===== src/rtl/fwd_hazard_unit_pkg.sv =====
// Shared definitions for the forwarding / hazard control slice of the
// 5-stage RV32I pipeline: operand-select codes, FSM state encoding and
// default widths.
package fwd_hazard_unit_pkg;

    localparam int REG_ADDR_W_DEF = 5;
    localparam int CNT_W_DEF      = 32;

    // EX operand MUX select codes; 2'b11 is reserved and never driven.
    localparam logic [1:0] FWD_RF  = 2'b00;
    localparam logic [1:0] FWD_WB  = 2'b01;
    localparam logic [1:0] FWD_MEM = 2'b10;

    typedef enum logic [1:0] {
        RUN        = 2'b00,
        LOAD_STALL = 2'b01,
        MEM_WAIT   = 2'b10
    } hz_state_e;

endpackage


===== src/rtl/fwd_hazard_unit_if.sv =====
// Pipeline-side bundle of the hazard unit: ID-stage operand/destination
// information, branch and data-memory status in; operand selects, stall,
// flush and freeze controls out.
// master = pipeline datapath, slave = fwd_hazard_unit.
interface fwd_hazard_unit_if #(
    parameter int REG_ADDR_W = 5
);
    logic                  id_valid;
    logic [REG_ADDR_W-1:0] id_rs1;
    logic [REG_ADDR_W-1:0] id_rs2;
    logic                  id_use_rs1;
    logic                  id_use_rs2;
    logic [REG_ADDR_W-1:0] id_rd;
    logic                  id_regwrite;
    logic                  id_memread;
    logic                  id_memop;
    logic                  ex_branch_taken;
    logic                  dmem_ready;

    logic [1:0]            fwd_a_sel;
    logic [1:0]            fwd_b_sel;
    logic                  pc_write_en;
    logic                  id_ex_flush;
    logic                  if_id_flush;
    logic                  pipe_freeze;

    modport master (
        output id_valid, id_rs1, id_rs2, id_use_rs1, id_use_rs2, id_rd,
               id_regwrite, id_memread, id_memop, ex_branch_taken, dmem_ready,
        input  fwd_a_sel, fwd_b_sel, pc_write_en, id_ex_flush, if_id_flush,
               pipe_freeze
    );

    modport slave (
        input  id_valid, id_rs1, id_rs2, id_use_rs1, id_use_rs2, id_rd,
               id_regwrite, id_memread, id_memop, ex_branch_taken, dmem_ready,
        output fwd_a_sel, fwd_b_sel, pc_write_en, id_ex_flush, if_id_flush,
               pipe_freeze
    );

endinterface


===== src/rtl/fwd_hazard_unit_fwd_match.sv =====
// fwd_match: combinational forwarding decision for one EX operand.
// Looks at the instructions currently in EX and MEM (which will sit in MEM
// and WB when the ID instruction reaches EX); the younger EX producer wins.
// x0 is never forwarded.
module fwd_match
    import fwd_hazard_unit_pkg::*;
#(
    parameter int REG_ADDR_W = REG_ADDR_W_DEF
) (
    input  logic [REG_ADDR_W-1:0] rs,
    input  logic                  use_rs,
    input  logic [REG_ADDR_W-1:0] ex_rd,
    input  logic                  ex_regwrite,
    input  logic                  ex_valid,
    input  logic [REG_ADDR_W-1:0] mem_rd,
    input  logic                  mem_regwrite,
    input  logic                  mem_valid,
    output logic [1:0]            sel
);

    logic ex_hit_s;
    logic mem_hit_s;

    assign ex_hit_s  = ex_valid & ex_regwrite & (ex_rd != {REG_ADDR_W{1'b0}})
                     & (ex_rd == rs) & use_rs;
    assign mem_hit_s = mem_valid & mem_regwrite & (mem_rd != {REG_ADDR_W{1'b0}})
                     & (mem_rd == rs) & use_rs;

    // Priority pick: EX result first, then MEM/WB value, else register file.
    always_comb begin
        sel = FWD_RF;
        if (ex_hit_s) begin
            sel = FWD_MEM;
        end else if (mem_hit_s) begin
            sel = FWD_WB;
        end else begin
            sel = FWD_RF;
        end
    end

endmodule


===== src/rtl/fwd_hazard_unit.sv =====
// fwd_hazard_unit: forwarding and hazard control for the 5-stage RV32I pipe.
// Tracks EX/MEM/WB destination metadata, registers the EX operand selects on
// the ID->EX advance, and decodes load-use stall, data-memory wait freeze and
// branch flush controls (combinational, priority reset > wait > branch > stall).
// Optional build macro HAZARD_STATS_EN adds a saturating stall_count output.
module fwd_hazard_unit
    import fwd_hazard_unit_pkg::*;
#(
    parameter int REG_ADDR_W = REG_ADDR_W_DEF,
    parameter int CNT_W      = CNT_W_DEF
) (
    input  logic             clk,
    input  logic             reset,
`ifdef HAZARD_STATS_EN
    output logic [CNT_W-1:0] stall_count,
`endif
    fwd_hazard_unit_if.slave bus
);

    // Per-stage metadata
    logic                  ex_valid_r, ex_regwrite_r, ex_memread_r, ex_memop_r;
    logic [REG_ADDR_W-1:0] ex_rd_r;
    logic                  mem_valid_r, mem_regwrite_r, mem_memop_r;
    logic [REG_ADDR_W-1:0] mem_rd_r;
    logic                  wb_valid_r, wb_regwrite_r;
    logic [REG_ADDR_W-1:0] wb_rd_r;

    hz_state_e             state_r, state_nxt_s;
    logic [1:0]            fwd_a_r, fwd_b_r, fwd_a_s, fwd_b_s;
    logic                  freeze_s, load_hazard_s, stall_s, bubble_s;
    logic                  pc_write_en_s, id_ex_flush_s, if_id_flush_s, pipe_freeze_s;

    // WB metadata is kept for completeness of the stage picture; the register
    // file write-through covers that distance, so nothing consumes it here.
    logic                  unused_wb_s;
    assign unused_wb_s = ^{wb_valid_r, wb_regwrite_r, wb_rd_r};

    fwd_match #(.REG_ADDR_W(REG_ADDR_W)) u_match_a (
        .rs           (bus.id_rs1),
        .use_rs       (bus.id_use_rs1),
        .ex_rd        (ex_rd_r),
        .ex_regwrite  (ex_regwrite_r),
        .ex_valid     (ex_valid_r),
        .mem_rd       (mem_rd_r),
        .mem_regwrite (mem_regwrite_r),
        .mem_valid    (mem_valid_r),
        .sel          (fwd_a_s)
    );

    fwd_match #(.REG_ADDR_W(REG_ADDR_W)) u_match_b (
        .rs           (bus.id_rs2),
        .use_rs       (bus.id_use_rs2),
        .ex_rd        (ex_rd_r),
        .ex_regwrite  (ex_regwrite_r),
        .ex_valid     (ex_valid_r),
        .mem_rd       (mem_rd_r),
        .mem_regwrite (mem_regwrite_r),
        .mem_valid    (mem_valid_r),
        .sel          (fwd_b_s)
    );

    // The MEM access is still outstanding: everything from ID/EX down holds.
    assign freeze_s = mem_valid_r & mem_memop_r & ~bus.dmem_ready;

    // A load in EX whose result a real ID instruction needs cannot be forwarded yet.
    assign load_hazard_s = bus.id_valid & ex_valid_r & ex_memread_r
                         & (ex_rd_r != {REG_ADDR_W{1'b0}})
                         & ((bus.id_use_rs1 & (bus.id_rs1 == ex_rd_r))
                          | (bus.id_use_rs2 & (bus.id_rs2 == ex_rd_r)));

    // The bubble inserted by a load stall leaves EX empty, so no stall can chain.
    assign stall_s  = load_hazard_s & (state_r != LOAD_STALL);

    // The ID instruction does not enter EX on a gap, a branch flush or a stall.
    assign bubble_s = ~bus.id_valid | bus.ex_branch_taken | stall_s;

    // State register.
    always_ff @(posedge clk) begin
        if (reset) begin
            state_r <= RUN;
        end else begin
            state_r <= state_nxt_s;
        end
    end

    // Next-state decode; a branch discards a coincident load-use stall.
    always_comb begin
        state_nxt_s = RUN;
        case (state_r)
            RUN, MEM_WAIT, LOAD_STALL: begin
                if (freeze_s) begin
                    state_nxt_s = MEM_WAIT;
                end else if (bus.ex_branch_taken) begin
                    state_nxt_s = RUN;
                end else if (stall_s) begin
                    state_nxt_s = LOAD_STALL;
                end else begin
                    state_nxt_s = RUN;
                end
            end
            default: state_nxt_s = RUN;
        endcase
    end

    // Output decode in priority order reset > memory wait > branch > load stall.
    always_comb begin
        pc_write_en_s = 1'b1;
        id_ex_flush_s = 1'b0;
        if_id_flush_s = 1'b0;
        pipe_freeze_s = 1'b0;
        if (reset) begin
            pc_write_en_s = 1'b1;
        end else if (freeze_s) begin
            pipe_freeze_s = 1'b1;
            pc_write_en_s = 1'b0;
        end else if (bus.ex_branch_taken) begin
            if_id_flush_s = 1'b1;
            id_ex_flush_s = 1'b1;
        end else if (stall_s) begin
            pc_write_en_s = 1'b0;
            id_ex_flush_s = 1'b1;
        end else begin
            pc_write_en_s = 1'b1;
        end
    end

    // Metadata shift and registered operand selects; everything holds while frozen.
    always_ff @(posedge clk) begin
        if (reset) begin
            ex_valid_r     <= 1'b0;
            ex_regwrite_r  <= 1'b0;
            ex_memread_r   <= 1'b0;
            ex_memop_r     <= 1'b0;
            ex_rd_r        <= {REG_ADDR_W{1'b0}};
            mem_valid_r    <= 1'b0;
            mem_regwrite_r <= 1'b0;
            mem_memop_r    <= 1'b0;
            mem_rd_r       <= {REG_ADDR_W{1'b0}};
            wb_valid_r     <= 1'b0;
            wb_regwrite_r  <= 1'b0;
            wb_rd_r        <= {REG_ADDR_W{1'b0}};
            fwd_a_r        <= FWD_RF;
            fwd_b_r        <= FWD_RF;
        end else if (!freeze_s) begin
            wb_valid_r     <= mem_valid_r;
            wb_regwrite_r  <= mem_regwrite_r;
            wb_rd_r        <= mem_rd_r;
            mem_valid_r    <= ex_valid_r;
            mem_regwrite_r <= ex_regwrite_r;
            mem_memop_r    <= ex_memop_r;
            mem_rd_r       <= ex_rd_r;
            if (bubble_s) begin
                ex_valid_r    <= 1'b0;
                ex_regwrite_r <= 1'b0;
                ex_memread_r  <= 1'b0;
                ex_memop_r    <= 1'b0;
                ex_rd_r       <= {REG_ADDR_W{1'b0}};
                fwd_a_r       <= FWD_RF;
                fwd_b_r       <= FWD_RF;
            end else begin
                ex_valid_r    <= 1'b1;
                ex_regwrite_r <= bus.id_regwrite;
                ex_memread_r  <= bus.id_memread;
                ex_memop_r    <= bus.id_memop;
                ex_rd_r       <= bus.id_rd;
                fwd_a_r       <= fwd_a_s;
                fwd_b_r       <= fwd_b_s;
            end
        end else begin
            ex_valid_r     <= ex_valid_r;
            mem_valid_r    <= mem_valid_r;
            wb_valid_r     <= wb_valid_r;
            fwd_a_r        <= fwd_a_r;
            fwd_b_r        <= fwd_b_r;
        end
    end

    assign bus.fwd_a_sel   = fwd_a_r;
    assign bus.fwd_b_sel   = fwd_b_r;
    assign bus.pc_write_en = pc_write_en_s;
    assign bus.id_ex_flush = id_ex_flush_s;
    assign bus.if_id_flush = if_id_flush_s;
    assign bus.pipe_freeze = pipe_freeze_s;

`ifdef HAZARD_STATS_EN
    logic [CNT_W-1:0] stall_cnt_r;

    // Count every cycle the front end is held, saturating at all-ones.
    always_ff @(posedge clk) begin
        if (reset) begin
            stall_cnt_r <= {CNT_W{1'b0}};
        end else if (!pc_write_en_s && (stall_cnt_r != {CNT_W{1'b1}})) begin
            stall_cnt_r <= stall_cnt_r + {{(CNT_W-1){1'b0}}, 1'b1};
        end else begin
            stall_cnt_r <= stall_cnt_r;
        end
    end

    assign stall_count = stall_cnt_r;
`else
    // The counter width only matters when statistics are built in.
    logic [CNT_W-1:0] unused_cnt_s;
    assign unused_cnt_s = {CNT_W{1'b0}};
`endif

endmodule

===== src/flat_wrapper.sv =====
// flat-port wrapper written by rule: the top's interface ports become plain ports
module fwd_hazard_unit_flat import fwd_hazard_unit_pkg::*;
#(
    parameter int REG_ADDR_W = REG_ADDR_W_DEF,
    parameter int CNT_W      = CNT_W_DEF
)
  (clk, reset, bus_id_valid, bus_id_rs1, bus_id_rs2, bus_id_use_rs1, bus_id_use_rs2, bus_id_rd, bus_id_regwrite, bus_id_memread, bus_id_memop, bus_ex_branch_taken, bus_dmem_ready, bus_fwd_a_sel, bus_fwd_b_sel, bus_pc_write_en, bus_id_ex_flush, bus_if_id_flush, bus_pipe_freeze);
  fwd_hazard_unit_if #(.REG_ADDR_W(REG_ADDR_W)) bus_i ();
  input  logic clk;
  input  logic reset;
  input wire logic [$bits(bus_i.id_valid)-1:0] bus_id_valid;
  input wire logic [$bits(bus_i.id_rs1)-1:0] bus_id_rs1;
  input wire logic [$bits(bus_i.id_rs2)-1:0] bus_id_rs2;
  input wire logic [$bits(bus_i.id_use_rs1)-1:0] bus_id_use_rs1;
  input wire logic [$bits(bus_i.id_use_rs2)-1:0] bus_id_use_rs2;
  input wire logic [$bits(bus_i.id_rd)-1:0] bus_id_rd;
  input wire logic [$bits(bus_i.id_regwrite)-1:0] bus_id_regwrite;
  input wire logic [$bits(bus_i.id_memread)-1:0] bus_id_memread;
  input wire logic [$bits(bus_i.id_memop)-1:0] bus_id_memop;
  input wire logic [$bits(bus_i.ex_branch_taken)-1:0] bus_ex_branch_taken;
  input wire logic [$bits(bus_i.dmem_ready)-1:0] bus_dmem_ready;
  output wire logic [$bits(bus_i.fwd_a_sel)-1:0] bus_fwd_a_sel;
  output wire logic [$bits(bus_i.fwd_b_sel)-1:0] bus_fwd_b_sel;
  output wire logic [$bits(bus_i.pc_write_en)-1:0] bus_pc_write_en;
  output wire logic [$bits(bus_i.id_ex_flush)-1:0] bus_id_ex_flush;
  output wire logic [$bits(bus_i.if_id_flush)-1:0] bus_if_id_flush;
  output wire logic [$bits(bus_i.pipe_freeze)-1:0] bus_pipe_freeze;
  assign bus_i.id_valid = bus_id_valid;
  assign bus_i.id_rs1 = bus_id_rs1;
  assign bus_i.id_rs2 = bus_id_rs2;
  assign bus_i.id_use_rs1 = bus_id_use_rs1;
  assign bus_i.id_use_rs2 = bus_id_use_rs2;
  assign bus_i.id_rd = bus_id_rd;
  assign bus_i.id_regwrite = bus_id_regwrite;
  assign bus_i.id_memread = bus_id_memread;
  assign bus_i.id_memop = bus_id_memop;
  assign bus_i.ex_branch_taken = bus_ex_branch_taken;
  assign bus_i.dmem_ready = bus_dmem_ready;
  assign bus_fwd_a_sel = bus_i.fwd_a_sel;
  assign bus_fwd_b_sel = bus_i.fwd_b_sel;
  assign bus_pc_write_en = bus_i.pc_write_en;
  assign bus_id_ex_flush = bus_i.id_ex_flush;
  assign bus_if_id_flush = bus_i.if_id_flush;
  assign bus_pipe_freeze = bus_i.pipe_freeze;
  fwd_hazard_unit #(.REG_ADDR_W(REG_ADDR_W), .CNT_W(CNT_W)) u_core (.clk(clk), .reset(reset), .bus(bus_i));
endmodule

===== config.mk =====
export PLATFORM = sky130hd
export DESIGN_NAME = fwd_hazard_unit_flat
export DESIGN_NICKNAME = d
export VERILOG_FILES = /design/src/rtl/fwd_hazard_unit_pkg.sv /design/src/rtl/fwd_hazard_unit_if.sv /design/src/rtl/fwd_hazard_unit_fwd_match.sv /design/src/rtl/fwd_hazard_unit.sv /design/src/flat_wrapper.sv
export SDC_FILE = /design/constraint.sdc
export NUM_CORES = 1
export LEC_CHECK = 0
export CELL_PAD_IN_SITES_DETAIL_PLACEMENT = 1
export CELL_PAD_IN_SITES_GLOBAL_PLACEMENT = 2
export CORE_AREA = 2 2 68 64
export CTS_CLUSTER_SIZE = 12
export DETAILED_ROUTE_END_ITERATION = 7
export DIE_AREA = 0 0 70 66
export PLACE_DENSITY = 0.78
export SLEW_MARGIN = 20
export SYNTH_ARGS = -nofsm -noshare
export SYNTH_HDL_FRONTEND = slang
export SYNTH_SLANG_ARGS = --single-unit

===== constraint.sdc =====
create_clock -name clk -period 3.42 [get_ports clk]
set_input_delay 0.684 -clock clk [delete_from_list [all_inputs] [get_ports clk]]
set_output_delay 0.684 -clock clk [all_outputs]
set_load 0.005 [all_outputs]

=== Word-level counts from Yosys, hierarchy flattened ===
Index checks and enable logic that the tools add are counted.

* Flip-flop bits (word level): 23
* Input bits: 25
* Output and inout bits: 8
* Logic and storage cells: 82

* Eq/ne operators: 9
* Muxes and demuxes: 27
* Bitwise gates (word level): 27
* Reductions and logical operators: 6

{| class="wikitable"
|+ Operators with widths
! kind !! number
|-
| 5-bit == test || 6
|-
| 1-bit AND || 21
|-
| 1-bit two-way mux || 20
|-
| 2-bit two-way mux || 6
|-
| 5-bit nonzero test || 2
|-
| 5-bit two-way mux || 1
|-
| 4-bit OR reduction || 1
|-
| 1-bit NOT || 3
|-
| 1-bit bitwise OR || 3
|-
| 3-bit OR reduction || 1
|-
| 2-bit by 1-bit == test with 1-bit output, second input constant || 1
|-
| 2-bit == test, second input constant || 1
|-
| 2-bit zero test || 1
|-
| 2-bit by 1-bit inequality test with 1-bit output, second input constant || 1
|-
| 2-bit OR reduction || 1
|}

=== Logic depth before layout (Yosys ltp) ===
* Word-level depth: 9
* Depth in mapped cells: 6

=== Modules after synthesis ===
A second synthesis with hierarchy kept.

* Cell total of the unflattened synthesis: 188
* Area, all modules: 1675.4 µm²

{| class="wikitable"
|+ By module, submodules not included
! module !! instances !! cells an instance !! area each (µm²) !! sequential area each (µm²)
|-
| fwd_hazard_unit || 1 || 142 || 1322.5 || 460.4
|-
| fwd_match || 2 || 23 || 176.4 || 0.0
|}

=== Worst setup path after synthesis ===
Ideal clock, no wire load.

* Path type: input port to output port
* Start point: input bus_id_rs1[1]
* End point: output bus_id_ex_flush
* Arrival: 1.815 ns
* Required time: 2.736 ns
* Path slack: 0.921 ns
* Stages on the path: 5
* Path through: xnor2_1 -> nand4_1 -> or3_4 -> a211oi_1 -> o21a_1

* Word-level cells in the longest chain between the ends: 9

{| class="wikitable"
|+ RTL lines
! item !! RTL line !! RTL
|-
| start: declaration || flat_wrapper.sv:12 || <nowiki>input wire logic [$bits(bus_i.id_rs1)-1:0] bus_id_rs1;</nowiki>
|-
| 5-bit == test || fwd_hazard_unit.sv:68 || <nowiki>& ((bus.id_use_rs1 & (bus.id_rs1 == ex_rd_r))</nowiki>
|-
| 1-bit AND || fwd_hazard_unit.sv:68 ||
|-
| 1-bit bitwise OR || fwd_hazard_unit.sv:69 || <nowiki>| (bus.id_use_rs2 & (bus.id_rs2 == ex_rd_r)));</nowiki>
|-
| 1-bit AND || fwd_hazard_unit.sv:68 ||
|-
| 1-bit AND || fwd_hazard_unit.sv:72 || <nowiki>assign stall_s = load_hazard_s & (state_r != LOAD_STALL);</nowiki>
|-
| 1-bit two-way mux || fwd_hazard_unit.sv:119 || <nowiki>end else if (stall_s) begin</nowiki>
|-
| 1-bit two-way mux || fwd_hazard_unit.sv:116 || <nowiki>end else if (bus.ex_branch_taken) begin</nowiki>
|-
| 1-bit two-way mux || fwd_hazard_unit.sv:113 || <nowiki>end else if (freeze_s) begin</nowiki>
|-
| 1-bit two-way mux || fwd_hazard_unit.sv:111 || <nowiki>if (reset) begin</nowiki>
|-
| end: declaration || flat_wrapper.sv:25 || <nowiki>output wire logic [$bits(bus_i.id_ex_flush)-1:0] bus_id_ex_flush;</nowiki>
|}

Every way passes these cells.

=== Worst setup path after layout ===
* Start point: input bus_id_use_rs1
* End point: output bus_id_ex_flush

* Word-level cells in the longest chain between the ends: 8

{| class="wikitable"
|+ RTL lines
! item !! RTL line !! RTL
|-
| start: declaration || flat_wrapper.sv:14 || <nowiki>input wire logic [$bits(bus_i.id_use_rs1)-1:0] bus_id_use_rs1;</nowiki>
|-
| 1-bit AND || fwd_hazard_unit.sv:68 ||
|-
| 1-bit bitwise OR || fwd_hazard_unit.sv:69 ||
|-
| 1-bit AND || fwd_hazard_unit.sv:68 ||
|-
| 1-bit AND || fwd_hazard_unit.sv:72 ||
|-
| 1-bit two-way mux || fwd_hazard_unit.sv:119 ||
|-
| 1-bit two-way mux || fwd_hazard_unit.sv:116 ||
|-
| 1-bit two-way mux || fwd_hazard_unit.sv:113 ||
|-
| 1-bit two-way mux || fwd_hazard_unit.sv:111 ||
|}

Every way passes these cells.

==> impl_metrics.yaml <==
run_status:
  status: "finished, final reports clean"
clock_network:
  cts.clk_slew.worst_paths_ps: 80
  cts.sinks: 23
  clockRootBuffer: "clkbuf_8"
  cts_tree: "built"
  clk-insertion-delay-late_ps: 260
  numCtsBuffers: 3
  max-clock-path-buffers: 2
  cts_hold_buf: 0
  h-tree-depth: 1
pwr:
  powerDensity_nw_per_um2: 319
  ir_worst_vdd_mv: 0.139
  p_comb_frac: 0.134
  p_int_mw: 0.399
  p_seq_frac: 0.537
  p_leak_nw: 0.640
  power_switching_mw: 0.120
  switching_share: 0.231
  p_clk_frac: 0.328
  power_mw: 0.519
setup_path:
  worstPathRequired_ps: 2740
  reg2regPathDepth: 8
  cp_max_fo: 3
  end_kind: "output port"
  cp_common_cell: "clkdlybuf4s50_1"
  crit_arrival_ps: 2630
  crit_type: "in2out"
  critPathSlowestCell: "clkdlybuf4s50_1"
  slowest_delay_ps: 500
  crit_chain: "clkdlybuf4s50_1 > nand4_1 > or3_4 > a211oi_2 > buf_4 > o21a_1 > clkdlybuf4s50_1"
  startpoint_type: "input pin"
global_routing:
  grt_usage: 0.152
  use_met1: 0.204
  antenna_found_initial: 0
  met3_usage: 0.0290
  grt_busiest_layer: "met2"
  grt_max_degree: 14
  grt_pass1_vias: 1105
  grt-ovfl-total: 0
  grt_pass1_wl_um: 5550
  globalRouteMet2Util: 0.254
route:
  vias: 1061
  ant_nets: 0
  post-route-drc-count: 0
  drt_iter0_drc: 14
  first_pass_iters: 4
  post_drt_via_cell_ratio: 4.93
  wl_um: 3370
  wl_per_cell_um: 15.7
synth:
  netlist_area_sq_um: 1090
  synth_top_area_cell: "dfxtp_1"
  synth_area_leaders: "dfxtp_1 (42%), xor2_1 (11%), a32o_1 (9.2%)"
  async_flop_share: 0
  synth_most_common_cell: "dfxtp_1"
  synth_cell_type_count: 26
  yosys_warnings: 0
  synth-seq-area-share: 0.422
  synth_edf_count: 0
  avgSynthCellArea_sq_um: 9.10
  synth_fp_nets: 145
  ys_seq_elements: 23
  syn_inst: 120
  synth.top_cell.area_share: 0.422
  yosys-top-cells-count: "dfxtp_1 (23), nand2_1 (17), xor2_1 (14)"
  ys.flop_type: "dfxtp_1"
floorplan:
  start_util: 0.279
  die_area_sq_um: 4620
  rows: 22
  ios: 33
  die_h_um: 66
  dieWidth_um: 70
  core_sq_um: 3910
timing:
  layout_worst_path_cycle_share: 0.970
  max-slew-margin-rel: 0.507
  finalHoldViolCount: 0
  fin_skew_ps: 5.67
  rsz0062_at_grt: "false"
  worst_pin_slew_ps: 736
  post-route-min-period_ps: 3320
  setup_viol: 0
  fmax_mhz: 302
  slew_violations: 0
hold_path:
  hold-path-cell-count: 2
  min_path_type: "reg2reg"
layout:
  drive_gt1_frac: 0.150
  area_delta_synth_final_pct: 48.7
  n_antenna_cell: 0
  finalNetCount: 193
  fillCellCount: 466
  fin_util: 0.415
  fin_area_sq_um: 1620
  seq_area_sq_um: 460
  multi_input_area_sq_um: 613
placement:
  placed_area_sq_um: 1540
  io_buffers: 32
  globalplace.congestion: 0.855
  dpl.hpwl_um: 2620
run:
  drv_cap: 0
## power groups by stage
stage          Clock, mW  Combinational [mW]  Sequential, mW
2_1_floorplan          0              0.0254           0.283
3_3_place_gp           0              0.0688           0.285
3_5_place_dp           0              0.0707           0.285
4_1_cts            0.179              0.0707           0.279
5_1_grt            0.196              0.0758           0.280
6_report           0.170              0.0697           0.279
## routing by layer
layer  wire length, um  part of all wire  up-vias
li1                  -                 -      527
met1              1620              0.48      509
met2              1600              0.48       23
met3               140             0.042        2
met4                 4            0.0012        0
met5                 0                 0        -
## path summary, 6_finish.rpt
| path | from | to | slack [ps] |
|---|---|---|---|
| max | bus_id_use_rs1 | bus_id_ex_flush | 100 |
| min | u_core.bus.fwd_b_sel[0]$_SDFFE_PP0N_ | u_core.bus.fwd_b_sel[0]$_SDFFE_PP0N_ | 470 |
| max reg2reg | u_core.ex_rd_r[2]$_SDFFE_PP0N_ | u_core.ex_regwrite_r$_SDFFE_PP0N_ | 1120 |
| min reg2reg | u_core.bus.fwd_b_sel[0]$_SDFFE_PP0N_ | u_core.bus.fwd_b_sel[0]$_SDFFE_PP0N_ | 470 |
## final cells by class
cell class | instances | share of cell area
clock buffers | 4 | 0.0277
inverters | 1 | 0.00231
multi-input cells | 91 | 0.378
flip-flops and latches | 23 | 0.284
well taps | 48 | 0.0370
repair buffers | 48 | 0.272
## worst max-delay path, delay by kind of cell
family | cells | cell delay, ps
compound gates | 2 | 330
buf+inv | 3 | 1140
simple gates | 2 | 480
## timing repair
action | CTS | global route
setup buffers | 3 | 1
hold endpoints to repair | 0 | 0
gates resized for setup | 7 | 3
gates cloned | 0 | 0
pin swaps | 5 | 4
endpoints found under the setup margin | 2 | 1
## metrics by stage
step / setup TNS [ps] / std cells / worst slack [ps] / hold slack (ps)
after floorplan: 0 / 120 / 921 / 432
after global placement: -74.9 / 207 / -74.9 / 445
after detailed placement: -114 / 207 / -98.0 / 451
after CTS: 0 / 214 / 8.91 / 470
after global routing: 0 / 215 / 29.2 / 496
final: 0 / 215 / 104 / 467
## placed cells by master, fill, tap and decap left out
cell,n
a22o_2,1
inv_1,1
o31ai_1,2
and3_1,1
clkbuf_1,1
nor4_1,3
nand3_1,1
dfxtp_1,23
a211oi_2,1
a32o_1,10
dlymetal6s2s_1,3
o21ai_2,1
a211oi_1,1
or4_2,1
or3_4,1
o211ai_1,2
buf_4,16
xnor2_1,6
a21oi_1,8
dlygate4sd2_1,5
or4_1,1
o21a_1,1
nand2_1,17
clkdlybuf4s50_1,24
nand4_1,3
nor4_2,1
nor2_1,11
clkbuf_8,3
a211o_1,1
and2_1,2
xor2_1,14
nor2b_1,1
## cells by family (layout without fill, tap and decap cells)
| logic type | count (synthesis) | in the layout | share of synthesized area |
|---|---|---|---|
| buf+inv | 6 | 53 | 0.0275 |
| xor+xnor | 20 | 20 | 0.160 |
| flops | 23 | 23 | 0.422 |
| compound gates | 28 | 28 | 0.202 |
| simple gates | 43 | 43 | 0.189 |
## registers in the layout, indices dropped and copies added (netlist names), 2 cells and up
register	count
u_core.mem_rd_r	5
u_core.bus.fwd_b_sel	2
u_core.bus.fwd_a_sel	2
u_core.ex_rd_r	5
u_core.state_r	2
Note: power is estimated with default switching activity, not from simulation.
